===== config.mk =====
export PLATFORM = sky130hd
export DESIGN_NAME = tuser_out_arb_flat
export DESIGN_NICKNAME = d
export VERILOG_FILES = /design/src/rtl/tarb_pkg.sv /design/src/rtl/tuser_out_arb_if.sv /design/src/rtl/tarb_tuple_slot.sv /design/src/rtl/tuser_out_arb.sv /design/src/flat_wrapper.sv
export SDC_FILE = /design/constraint.sdc
export NUM_CORES = 1
export LEC_CHECK = 0
export CELL_PAD_IN_SITES_DETAIL_PLACEMENT = 0
export CELL_PAD_IN_SITES_GLOBAL_PLACEMENT = 1
export CORE_AREA = 10 10 503 505
export DETAILED_ROUTE_END_ITERATION = 16
export DIE_AREA = 0 0 513 515
export GPL_ROUTABILITY_DRIVEN = 1
export PLACE_DENSITY = 0.3
export SLEW_MARGIN = 20
export SYNTH_ARGS = -nofsm -noshare
export SYNTH_HDL_FRONTEND = slang
export SYNTH_SLANG_ARGS = --single-unit

===== constraint.sdc =====
create_clock -name tarb_aclk -period 17.75 [get_ports tarb_aclk]
set_input_delay 2.6625 -clock tarb_aclk [delete_from_list [all_inputs] [get_ports tarb_aclk]]
set_output_delay 2.6625 -clock tarb_aclk [all_outputs]
set_load 0.02 [all_outputs]

===== src/rtl/tarb_pkg.sv =====
// Shared types and sizing for the two-channel tuple/packet arbiter.
package tarb_pkg;

    localparam int N_CH        = 2;
    localparam int DATA_W_DEF  = 256;
    localparam int KEEP_W_DEF  = 32;
    localparam int TUPLE_W_DEF = 128;
    localparam int CNT_W_DEF   = 16;

    typedef enum logic [2:0] {
        ST_IDLE   = 3'd0,
        ST_TUPLE  = 3'd1,
        ST_STREAM = 3'd2
    } state_t;

    // Low bit of channel ch inside a packed per-channel bus of element width w.
    function automatic int ch_lsb(input int ch, input int w);
        return ch * w;
    endfunction

endpackage


===== src/rtl/tuser_out_arb_if.sv =====
// Upstream channel bundle, downstream tuser_out_fsm side and status of the arbiter.
interface tuser_out_arb_if
    import tarb_pkg::*;
#(
    parameter int DATA_W  = DATA_W_DEF,
    parameter int KEEP_W  = KEEP_W_DEF,
    parameter int TUPLE_W = TUPLE_W_DEF,
    parameter int CNT_W   = CNT_W_DEF
) ();

    logic [N_CH-1:0]         avalid;
    logic [N_CH-1:0]         aready;
    logic [N_CH*DATA_W-1:0]  adata;
    logic [N_CH*KEEP_W-1:0]  akeep;
    logic [N_CH-1:0]         atlast;
    logic [N_CH-1:0]         tvalid;
    logic [N_CH*TUPLE_W-1:0] tdata;

    logic                    bvalid;
    logic                    bready;
    logic [DATA_W-1:0]       bdata;
    logic [KEEP_W-1:0]       bkeep;
    logic                    btlast;
    logic                    btvalid;
    logic [TUPLE_W-1:0]      btdata;

    logic [N_CH*CNT_W-1:0]   pkt_cnt;
    logic [N_CH-1:0]         tup_ovf;
    logic [2:0]              dbg_state;

    // Arbiter view.
    modport slave (
        input  avalid, adata, akeep, atlast, tvalid, tdata, bready,
        output aready, bvalid, bdata, bkeep, btlast, btvalid, btdata,
        output pkt_cnt, tup_ovf, dbg_state
    );

    // Environment view: channel sources plus the downstream consumer.
    modport master (
        output avalid, adata, akeep, atlast, tvalid, tdata, bready,
        input  aready, bvalid, bdata, bkeep, btlast, btvalid, btdata,
        input  pkt_cnt, tup_ovf, dbg_state
    );

endinterface


===== src/rtl/tarb_tuple_slot.sv =====
// One-deep tuple holding register for a single channel.
// A strobe that lands on the same cycle the channel's packet finishes is
// kept, since the slot frees up on that very edge.
module tarb_tuple_slot #(
    parameter int TUPLE_W = 128
) (
    input  logic               clk,
    input  logic               rst,
    input  logic               strobe,
    input  logic [TUPLE_W-1:0] data_in,
    input  logic               clr,
    output logic               held,
    output logic [TUPLE_W-1:0] tuple,
    output logic               ovf
);

    logic take;

    assign take = strobe && (!held || clr);

    // Capture on a free (or freeing) slot, release on packet end, flag drops.
    always_ff @(posedge clk or posedge rst) begin
        if (rst) begin
            held  <= 1'b0;
            tuple <= '0;
            ovf   <= 1'b0;
        end else begin
            if (take) begin
                tuple <= data_in;
                held  <= 1'b1;
            end else if (clr) begin
                held  <= 1'b0;
            end
            if (strobe && held && !clr) begin
                ovf <= 1'b1;
            end
        end
    end

endmodule


===== src/rtl/tuser_out_arb.sv =====
// Packet-granular round-robin arbiter feeding one tuser_out_fsm from two
// SDNet output channels. A channel competes only once its tuple is held;
// the grant then stays put until that channel's tlast beat is accepted.
//
//   state     | meaning
//   ----------+---------------------------------------------------------
//   ST_IDLE   | pick the next channel with a held tuple (round robin)
//   ST_TUPLE  | one-cycle tuple pulse to the downstream FSM
//   ST_STREAM | granted channel's beats pass straight through
module tuser_out_arb
    import tarb_pkg::*;
#(
    parameter int DATA_W  = DATA_W_DEF,
    parameter int KEEP_W  = KEEP_W_DEF,
    parameter int TUPLE_W = TUPLE_W_DEF,
    parameter int CNT_W   = CNT_W_DEF
) (
    input  logic           tarb_aclk,
    input  logic           tarb_arst,
    tuser_out_arb_if.slave bus
);

    state_t             state_q;
    state_t             state_nxt;
    logic               g_q;
    logic               g_nxt;
    logic               last_g_q;
    logic               done;
    logic               grant_evt;
    logic [N_CH-1:0]    held;
    logic [N_CH-1:0]    ovf;
    logic [N_CH-1:0]    clr;
    logic [TUPLE_W-1:0] slot [N_CH];
    logic               btvalid_q;
    logic [TUPLE_W-1:0] btdata_q;
    logic [CNT_W-1:0]   pkt_cnt_q [N_CH];

    assign done      = (state_q == ST_STREAM) && bus.avalid[g_q] && bus.bready && bus.atlast[g_q];
    assign grant_evt = (state_q == ST_IDLE) && (state_nxt == ST_TUPLE);

    for (genvar n = 0; n < N_CH; n++) begin : g_slot
        assign clr[n] = done && (g_q == 1'(n));

        tarb_tuple_slot #(
            .TUPLE_W (TUPLE_W)
        ) u_slot (
            .clk     (tarb_aclk),
            .rst     (tarb_arst),
            .strobe  (bus.tvalid[n]),
            .data_in (bus.tdata[ch_lsb(n, TUPLE_W) +: TUPLE_W]),
            .clr     (clr[n]),
            .held    (held[n]),
            .tuple   (slot[n]),
            .ovf     (ovf[n])
        );
    end

    // Next state and grant choice; ties go to the channel not served last.
    always_comb begin
        state_nxt = state_q;
        g_nxt     = g_q;
        case (state_q)
            ST_IDLE: begin
                if (held == 2'b11) begin
                    g_nxt     = ~last_g_q;
                    state_nxt = ST_TUPLE;
                end else if (held[0]) begin
                    g_nxt     = 1'b0;
                    state_nxt = ST_TUPLE;
                end else if (held[1]) begin
                    g_nxt     = 1'b1;
                    state_nxt = ST_TUPLE;
                end
            end
            ST_TUPLE:  state_nxt = ST_STREAM;
            ST_STREAM: if (done) state_nxt = ST_IDLE;
            default:   state_nxt = ST_IDLE;
        endcase
    end

    // State, grant, tuple pulse and per-channel packet counters.
    always_ff @(posedge tarb_aclk or posedge tarb_arst) begin
        if (tarb_arst) begin
            state_q   <= ST_IDLE;
            g_q       <= 1'b0;
            last_g_q  <= 1'b1;
            btvalid_q <= 1'b0;
            btdata_q  <= '0;
            for (int n = 0; n < N_CH; n++) begin
                pkt_cnt_q[n] <= '0;
            end
        end else begin
            state_q   <= state_nxt;
            g_q       <= g_nxt;
            btvalid_q <= grant_evt;
            btdata_q  <= grant_evt ? slot[g_nxt] : '0;
            if (done) begin
                last_g_q       <= g_q;
                pkt_cnt_q[g_q] <= pkt_cnt_q[g_q] + CNT_W'(1);
            end
        end
    end

    // Combinational pass-through of the granted channel while streaming.
    always_comb begin
        bus.aready = '0;
        bus.bvalid = 1'b0;
        bus.bdata  = '0;
        bus.bkeep  = '0;
        bus.btlast = 1'b0;
        if (state_q == ST_STREAM) begin
            bus.aready[g_q] = bus.bready;
            bus.bvalid      = bus.avalid[g_q];
            bus.bdata       = bus.adata[ch_lsb(int'(g_q), DATA_W) +: DATA_W];
            bus.bkeep       = bus.akeep[ch_lsb(int'(g_q), KEEP_W) +: KEEP_W];
            bus.btlast      = bus.atlast[g_q];
        end
    end

    assign bus.btvalid   = btvalid_q;
    assign bus.btdata    = btdata_q;
    assign bus.pkt_cnt   = {pkt_cnt_q[1], pkt_cnt_q[0]};
    assign bus.tup_ovf   = ovf;
    assign bus.dbg_state = state_q;

endmodule

===== src/flat_wrapper.sv =====
// flat-port wrapper written by rule: the top's interface ports become plain ports
module tuser_out_arb_flat import tarb_pkg::*;
#(
    parameter int DATA_W  = DATA_W_DEF,
    parameter int KEEP_W  = KEEP_W_DEF,
    parameter int TUPLE_W = TUPLE_W_DEF,
    parameter int CNT_W   = CNT_W_DEF
)
  (tarb_aclk, tarb_arst, bus_avalid, bus_adata, bus_akeep, bus_atlast, bus_tvalid, bus_tdata, bus_bready, bus_aready, bus_bvalid, bus_bdata, bus_bkeep, bus_btlast, bus_btvalid, bus_btdata, bus_pkt_cnt, bus_tup_ovf, bus_dbg_state);
  tuser_out_arb_if #(.DATA_W(DATA_W), .KEEP_W(KEEP_W), .TUPLE_W(TUPLE_W), .CNT_W(CNT_W)) bus_i ();
  input  logic tarb_aclk;
  input  logic tarb_arst;
  input wire logic [$bits(bus_i.avalid)-1:0] bus_avalid;
  input wire logic [$bits(bus_i.adata)-1:0] bus_adata;
  input wire logic [$bits(bus_i.akeep)-1:0] bus_akeep;
  input wire logic [$bits(bus_i.atlast)-1:0] bus_atlast;
  input wire logic [$bits(bus_i.tvalid)-1:0] bus_tvalid;
  input wire logic [$bits(bus_i.tdata)-1:0] bus_tdata;
  input wire logic [$bits(bus_i.bready)-1:0] bus_bready;
  output wire logic [$bits(bus_i.aready)-1:0] bus_aready;
  output wire logic [$bits(bus_i.bvalid)-1:0] bus_bvalid;
  output wire logic [$bits(bus_i.bdata)-1:0] bus_bdata;
  output wire logic [$bits(bus_i.bkeep)-1:0] bus_bkeep;
  output wire logic [$bits(bus_i.btlast)-1:0] bus_btlast;
  output wire logic [$bits(bus_i.btvalid)-1:0] bus_btvalid;
  output wire logic [$bits(bus_i.btdata)-1:0] bus_btdata;
  output wire logic [$bits(bus_i.pkt_cnt)-1:0] bus_pkt_cnt;
  output wire logic [$bits(bus_i.tup_ovf)-1:0] bus_tup_ovf;
  output wire logic [$bits(bus_i.dbg_state)-1:0] bus_dbg_state;
  assign bus_i.avalid = bus_avalid;
  assign bus_i.adata = bus_adata;
  assign bus_i.akeep = bus_akeep;
  assign bus_i.atlast = bus_atlast;
  assign bus_i.tvalid = bus_tvalid;
  assign bus_i.tdata = bus_tdata;
  assign bus_i.bready = bus_bready;
  assign bus_aready = bus_i.aready;
  assign bus_bvalid = bus_i.bvalid;
  assign bus_bdata = bus_i.bdata;
  assign bus_bkeep = bus_i.bkeep;
  assign bus_btlast = bus_i.btlast;
  assign bus_btvalid = bus_i.btvalid;
  assign bus_btdata = bus_i.btdata;
  assign bus_pkt_cnt = bus_i.pkt_cnt;
  assign bus_tup_ovf = bus_i.tup_ovf;
  assign bus_dbg_state = bus_i.dbg_state;
  tuser_out_arb #(.DATA_W(DATA_W), .KEEP_W(KEEP_W), .TUPLE_W(TUPLE_W), .CNT_W(CNT_W)) u_core (.tarb_aclk(tarb_aclk), .tarb_arst(tarb_arst), .bus(bus_i));
endmodule

==> results of run 1 <==
synthesized netlist by cell type:
library cell / n
buf_6: 17
dfstp_2: 1
nand2_4: 1
clkbuf_1: 53
and2_1: 2
dfrtp_1: 425
and3_1: 4
mux2_4: 240
buf_1: 1
inv_1: 5
nand2b_1: 3
buf_12: 11
and3b_1: 1
nand4b_1: 1
nand2_1: 282
nand3_1: 17
o21ai_1: 1
nor3_1: 1
conb_1: 1
nand4_1: 9
ha_1: 1
xor2_1: 1
nor3b_4: 1
buf_4: 12
mux2_2: 25
or2b_1: 1
a22oi_1: 1
xnor2_1: 22
a21oi_1: 131
buf_2: 50
nand3_4: 2
a221oi_1: 1
a221oi_2: 1
nor2b_1: 1
mux2i_1: 296
o21ai_0: 9
nor2_1: 295
o22ai_1: 1
a31o_2: 2
nand2_2: 2
nand3b_1: 4
a32oi_1: 2
cell usage in the layout (no fill, tap or decap), types with 3 or more instances in the layout:
| master | synthesis | layout |
|---|---|---|
| clkbuf_1 | 53 | 12 |
| nand3_1 | 17 | 17 |
| mux2i_2 | 0 | 3 |
| mux2_4 | 240 | 240 |
| nand4_1 | 9 | 9 |
| inv_1 | 5 | 3 |
| buf_4 | 12 | 32 |
| mux2_2 | 25 | 25 |
| and3_1 | 4 | 4 |
| mux2i_1 | 296 | 293 |
| o21ai_0 | 9 | 8 |
| dfrtp_1 | 425 | 424 |
| nor2_1 | 295 | 295 |
| a21oi_1 | 131 | 131 |
| clkinv_2 | 0 | 13 |
| nand2_1 | 282 | 281 |
| diode_2 | 0 | 23 |
| buf_12 | 11 | 4 |
| nand3b_1 | 4 | 4 |
| clkbuf_16 | 0 | 58 |
| nand2b_1 | 3 | 3 |
| clkdlybuf4s50_1 | 0 | 1298 |
| xnor2_1 | 22 | 22 |
| clkbuf_8 | 0 | 16 |
state kept, by name (all words and copies together) (netlist names):
| signal | flops |
|---|---|
| u_core.g_slot.u_slot.tuple | 256 |
| u_core.bus.btdata | 128 |
| u_core.bus.pkt_cnt | 32 |
| u_core.bus.dbg_state | 3 |
| u_core.g_slot.u_slot.held | 2 |
| u_core.g_slot.u_slot.ovf | 2 |
| u_core.bus.btvalid | 1 |
| u_core.g_q | 1 |
| u_core.last_g_q | 1 |
kinds of logic after synthesis:
| kind of cell | Yosys count | synth area share (%) |
|---|---|---|
| other | 1 | 0.0171 |
| adder cells (fa/ha/maj) | 1 | 0.0569 |
| flip-flops | 426 | 48.5 |
| multiplexers | 561 | 31.1 |
| XOR/XNOR | 23 | 0.916 |
| AO/OA/AOI/OAI | 149 | 3.54 |
| AND/OR/NAND/NOR | 627 | 11.4 |
| buffers and inverters | 149 | 4.43 |
worst paths after layout:
kind,start,endpoint,slack (ns),depth (start not counted)
min in group asynchronous,tarb_arst,u_core.g_slot[0].u_slot.tuple[87],2.62,2
worst min register to register,u_core.g_slot[1].u_slot.tuple[107],u_core.bus.btdata[107],0.49,2
worst min-delay path,u_core.g_slot[1].u_slot.tuple[107],u_core.bus.btdata[107],0.49,2
max in group asynchronous,tarb_arst,u_core.bus.btdata[44],12.89,4
worst max register to register,u_core.g_q,u_core.g_slot[0].u_slot.tuple[26],12.67,8
worst max-delay path,u_core.g_q,bus_bdata[26],9.55,6
through the flow:
step,setup slack [ns],instances,power [mW]
detailed placement,9.99,6329,2.61
CTS,9.50,6435,3.85
global placement,9.96,6329,2.61
finish,9.55,6458,3.75
global route,9.50,6441,3.95
floorplan,3.23,1937,1.91
per-layer routing:
metal / track usage, % / routed length [um] / vias to the layer above
li1: - / - / 9087
met1: 16.7 / 80000 / 9826
met2: 27.1 / 104000 / 1014
met3: 7.49 / 23200 / 308
met4: 3.57 / 6450 / 84
met5: 0 / 549 / -
worst reg2reg max path: stages (launching register included):
cell	delay [ns]
dfrtp_4	0.83
buf_4	0.75
and3b_1	0.40
nand3_4	0.25
nand2_2	0.14
nand2_8	0.55
buf_4	0.95
buf_4	0.70
mux2_4	0.42
power groups by stage:
stage | Sequential [mW] | Combinational (mW) | Clock [mW]
2_1_floorplan | 1.29 | 0.613 | 0
3_3_place_gp | 1.29 | 1.32 | 0
3_5_place_dp | 1.29 | 1.32 | 0
4_1_cts | 1.28 | 1.33 | 1.25
5_1_grt | 1.30 | 1.37 | 1.28
6_report | 1.27 | 1.29 | 1.19
cell type report:
class | instances | area (um^2) | share of cell area (%)
diodes | 23 | 57.6 | 0.142
repair buffers | 1334 | 13300 | 32.9
flip-flops and latches | 426 | 10700 | 26.4
inverters | 5 | 28.8 | 0.0712
clock buffers | 86 | 1720 | 4.25
well taps | 3202 | 4010 | 9.92
multi-input cells | 1362 | 10400 | 25.8
clock inverters | 20 | 196 | 0.486
==> flow_summary.toml, run 1 <==
[outcome]
outcome = "finished clean"

[cells_and_area]
syn2layout_area_growth_pct = 83.8
final_layout_size_suffix_gt1_share_pct = 12.8
fillCellCount = 27100
design_area_um2 = 40400
final_nets = 4029
post-route-util_pct = 16.7

[drt]
remaining_drc_errors = 0
wl_mm = 214
first_pass_iters = 5
detail-route-antenna-nets = 0
avgRoutedWirePerCell_um = 33.1
drtIter0Drc = 961
viasPerCell = 3.15
dr_total_vias = 20300

[clocking]
htreeDepth = 2
ctsHoldBuffers = 0
cts_tree = "built"
clkLatencyLatePin_ns = 0.68
root_buffer = "clkbuf_16"
post_cts_buffers = 0
cts_resized = 0
clkSinkCount = 426
cts_buffers = 58
clockBufferDepth = 3
path_clk_slew_ns = 0.07

[timing]
relSlewSlack_pct = 16.0
rsz0062_at_grt = "no"
min_period_ns = 8.20
setup_viol = 0
final_max_slew_viol_count = 0
tightest_slew_ns = 1.23
whs_ns = 0.494
period_share_pct = 46.2
hold_viol_final = 0
final.setup.tns_ns = 0
finalClockSkew_ns = 0.0520
max_freq_mhz = 122

[power]
combPwrFrac_pct = 34.3
seq_power_share_pct = 33.9
pwr_density_cell_nw_per_um2 = 92.9
p_sw_mw = 1.29
p_sw_share_pct = 34.4
p_leak_nw = 17.1
max-vdd-ir-drop_v = 0.0000702
internal_power_mw = 2.46
clockPowerShare_pct = 31.8

[grt]
grt_pass1_vias = 21900
overflow = 0
grt_usage_pct = 15.4
grt_max_degree = 124
antenna_found_initial = 140
grt_first_pass_wirelength_mm = 267

[critical_path]
critPathMaxFanout = 40
cp_top_family = "buffers and inverters"
cp_num_buf_inv = 4
cp-start-kind = "flip-flop"
crit_arrival_ns = 5.53
slowest_delay_ns = 0.97
crit_chain = "buf_4 -> buf_4 -> buf_4 -> mux2i_1 -> nor2_1 -> clkdlybuf4s50_1"
path_common_cell = "buf_4"
required_ns = 15.09
endpoint_kind = "output port"
path_class = "flip-flop to output port"
slowest_stage = "mux2i_1"

[yosys]
synth_top_area_share_pct = 48.4
syn_inst = 1937
synth_area_um2 = 22000
syn_nets = 2779
avgSynthCellArea_um2 = 11.4
yosysWarnings = 0
yosysSeqAreaShare_pct = 48.5
synth_top_area_cell = "dfrtp_1"
synthDistinctLibCells = 42
synth.area.top_cells = "dfrtp_1 (48%), mux2_4 (16%), mux2i_1 (13%)"
ys_seq_elements = 426

[floorplanning]
die_w_um = 513
start_util_pct = 9.06
die_h_um = 515
rows = 181
core_um2 = 243000
ios = 1299
die_area_um2 = 264000

[job]
cap_violations = 0

[placement]
dp_hpwl_mm = 181
place.gp.congestion = 0.922
port_buffers = 1298
postPlaceCellArea_um2 = 38400

[min_path]
hp-class = "flip-flop to flip-flop"
(Power assumes the default switching activity.)
==> run 2, diff against run 1 <==
Clock period 17.75 ns to 8.27 ns, I/O delays scaled along.
==> run 2 against run 1 <==
Effect of this change:
- flip-flop and latch count stayed put
- largest cell class unchanged
- sequential share of layout area hardly changed
- count of clock-buffer cells in the layout is 1 lower
- hold slack worse by 0.028 ns
- via count is 0.92% higher
- register-to-register slack worse by 8.7 ns
- critical path depth is 2 lower
==> flow_summary.toml, run 2 (synthesized netlist as in run 1, its figures left out) <==
[critical_path]
endpoint_kind = "output port"
slowest_stage = "mux2i_1"
required_ns = 7.03
cp_top_family = "buffers and inverters"
critPathMaxFanout = 50
cp-start-kind = "flip-flop"
crit_arrival_ns = 4.11
slowest_delay_ns = 1.21
path_class = "flip-flop to output port"
crit_chain = "buf_4 -> mux2i_1 -> nor2_1 -> clkdlybuf4s50_1"
cp_num_buf_inv = 2

[floorplanning]
die_area_um2 = 264000
rows = 181
ios = 1299
die_h_um = 515
die_w_um = 513
start_util_pct = 9.06
core_um2 = 243000

[cells_and_area]
mostFrequentLayoutCells = "clkdlybuf4s50_1 (1298), dfrtp_1 (424), nor2_1 (295), mux2i_1 (292), nand2_1 (281)"
final_layout_size_suffix_gt1_share_pct = 12.7
layout_commonest_cell = "clkdlybuf4s50_1"
multi_input_area_um2 = 10400
seq_area_um2 = 10700
largest_register = "u_core.g_slot.u_slot.tuple"
largest_reg_flops = 256
fillCellCount = 27100
syn2layout_area_growth_pct = 83.8
final_nets = 4030

[timing]
finalClockSkew_ns = 0.0736
setup_viol = 0
max_freq_mhz = 187
period_share_pct = 64.7
final.setup.tns_ns = 0
tightest_slew_ns = 1.43
relSlewSlack_pct = 2.17
hold_viol_final = 0
min_period_ns = 5.35
rsz0062_at_grt = "no"
final_max_slew_viol_count = 0

[drt]
drtIter0Drc = 865
wl_mm = 217
remaining_drc_errors = 0
dr_total_vias = 20500
avgRoutedWirePerCell_um = 33.6
detail-route-antenna-nets = 0
first_pass_iters = 5
viasPerCell = 3.18

[job]
cap_violations = 0

[power]
max-vdd-ir-drop_v = 0.000152
combPwrFrac_pct = 35.0
pwr_density_cell_nw_per_um2 = 199
clockPowerShare_pct = 31.1
design_power_total_mw = 8.02
p_sw_mw = 2.77
p_sw_share_pct = 34.5
p_leak_nw = 17.1
seq_power_share_pct = 33.9
internal_power_mw = 5.26

[clocking]
post_cts_buffers = 0
cts_buffers = 57
clkSinkCount = 426
path_clk_slew_ns = 0.07
clkLatencyLatePin_ns = 0.68
root_buffer = "clkbuf_16"
clockBufferDepth = 3
cts_resized = 0
htreeDepth = 2
cts_tree = "built"
ctsHoldBuffers = 0

[grt]
grt_max_degree = 134
antenna_found_initial = 145
overflow = 0
grt_pass1_vias = 22100
grt_first_pass_wirelength_mm = 270
grt_usage_pct = 15.7

[placement]
place.gp.congestion = 0.939
port_buffers = 1298
dp_hpwl_mm = 183

[outcome]
outcome = "finished clean"

[min_path]
hp-class = "flip-flop to flip-flop"
-- run 2: changes by cell type in the layout (fill, tap and decap cells not counted), sizes merged --
cell | previous run | this run
buf | 36 | 38
clkinvlp | 1 | 2
clkbuf | 86 | 85
inv | 5 | 4
diode | 23 | 22
clkinv | 18 | 12
-- run 2: worst min-delay path, cell delays in order, from the launching register on --
cell	delay, ns
dfrtp_1	0.38
nand2_1	0.06
a21oi_1	0.05
-- run 2: metrics by stage --
| step | worst slack, ns | util, % | std cells | hold slack (ns) | cell area [um^2] |
|---|---|---|---|---|---|
| global route | 2.99 | 16.6 | 6433 | 0.507 | 40400 |
| finish | 2.92 | 16.7 | 6452 | 0.467 | 40400 |
| CTS | 2.89 | 16.6 | 6430 | 0.464 | 40300 |
| global placement | 3.22 | 15.9 | 6330 | 0.449 | 38500 |
| floorplan | 1.28 | - | 1937 | 0.443 | 22000 |
| detailed placement | 3.43 | 15.9 | 6331 | 0.461 | 38500 |
-- run 2: area by class of cell --
cell class                      instances  share of cell area, %
Antenna cell                           22                  0.136
Inverter                                5                 0.0619
Clock buffer                           85                   4.16
Sequential cell                       426                   26.4
Tap cell                             3202                   9.91
Clock inverter                         14                  0.403
Timing Repair Buffer                 1336                   33.1
Multi-Input combinational cell       1362                   25.8
-- run 2: power groups by stage --
stage | clock network [mW] | registers [mW] | logic, mW
after global routing | 2.69 | 2.78 | 2.99
after floorplan | 0 | 2.78 | 1.32
final | 2.49 | 2.72 | 2.81
after detailed placement | 0 | 2.75 | 2.89
after global placement | 0 | 2.75 | 2.88
after CTS | 2.62 | 2.72 | 2.90
-- run 2: final timing paths --
| kind | cells after the start | endpoint | startpoint | slack (ns) |
|---|---|---|---|---|
| setup / recovery | 4 | bus_bdata[240] | u_core.g_q | 2.92 |
| setup reg to reg | 7 | u_core.g_slot[1].u_slot.tuple[47] | u_core.g_q | 3.99 |
| hold / removal | 2 | u_core.bus.btdata[86] | u_core.g_slot[1].u_slot.tuple[86] | 0.47 |
| max in group asynchronous | 4 | u_core.bus.btdata[24] | tarb_arst | 5.42 |
| min in group asynchronous | 2 | u_core.g_slot[1].u_slot.tuple[109] | tarb_arst | 0.97 |
| hold reg to reg | 2 | u_core.bus.btdata[86] | u_core.g_slot[1].u_slot.tuple[86] | 0.47 |
-- run 2: metal layers --
metal	GRT usage, %	wire [um]	up-vias
li1	-	-	9089
met1	17.0	81700	9990
met2	28.2	108000	989
met5	0	638	-
met4	2.69	4730	106
met3	7.18	21900	332
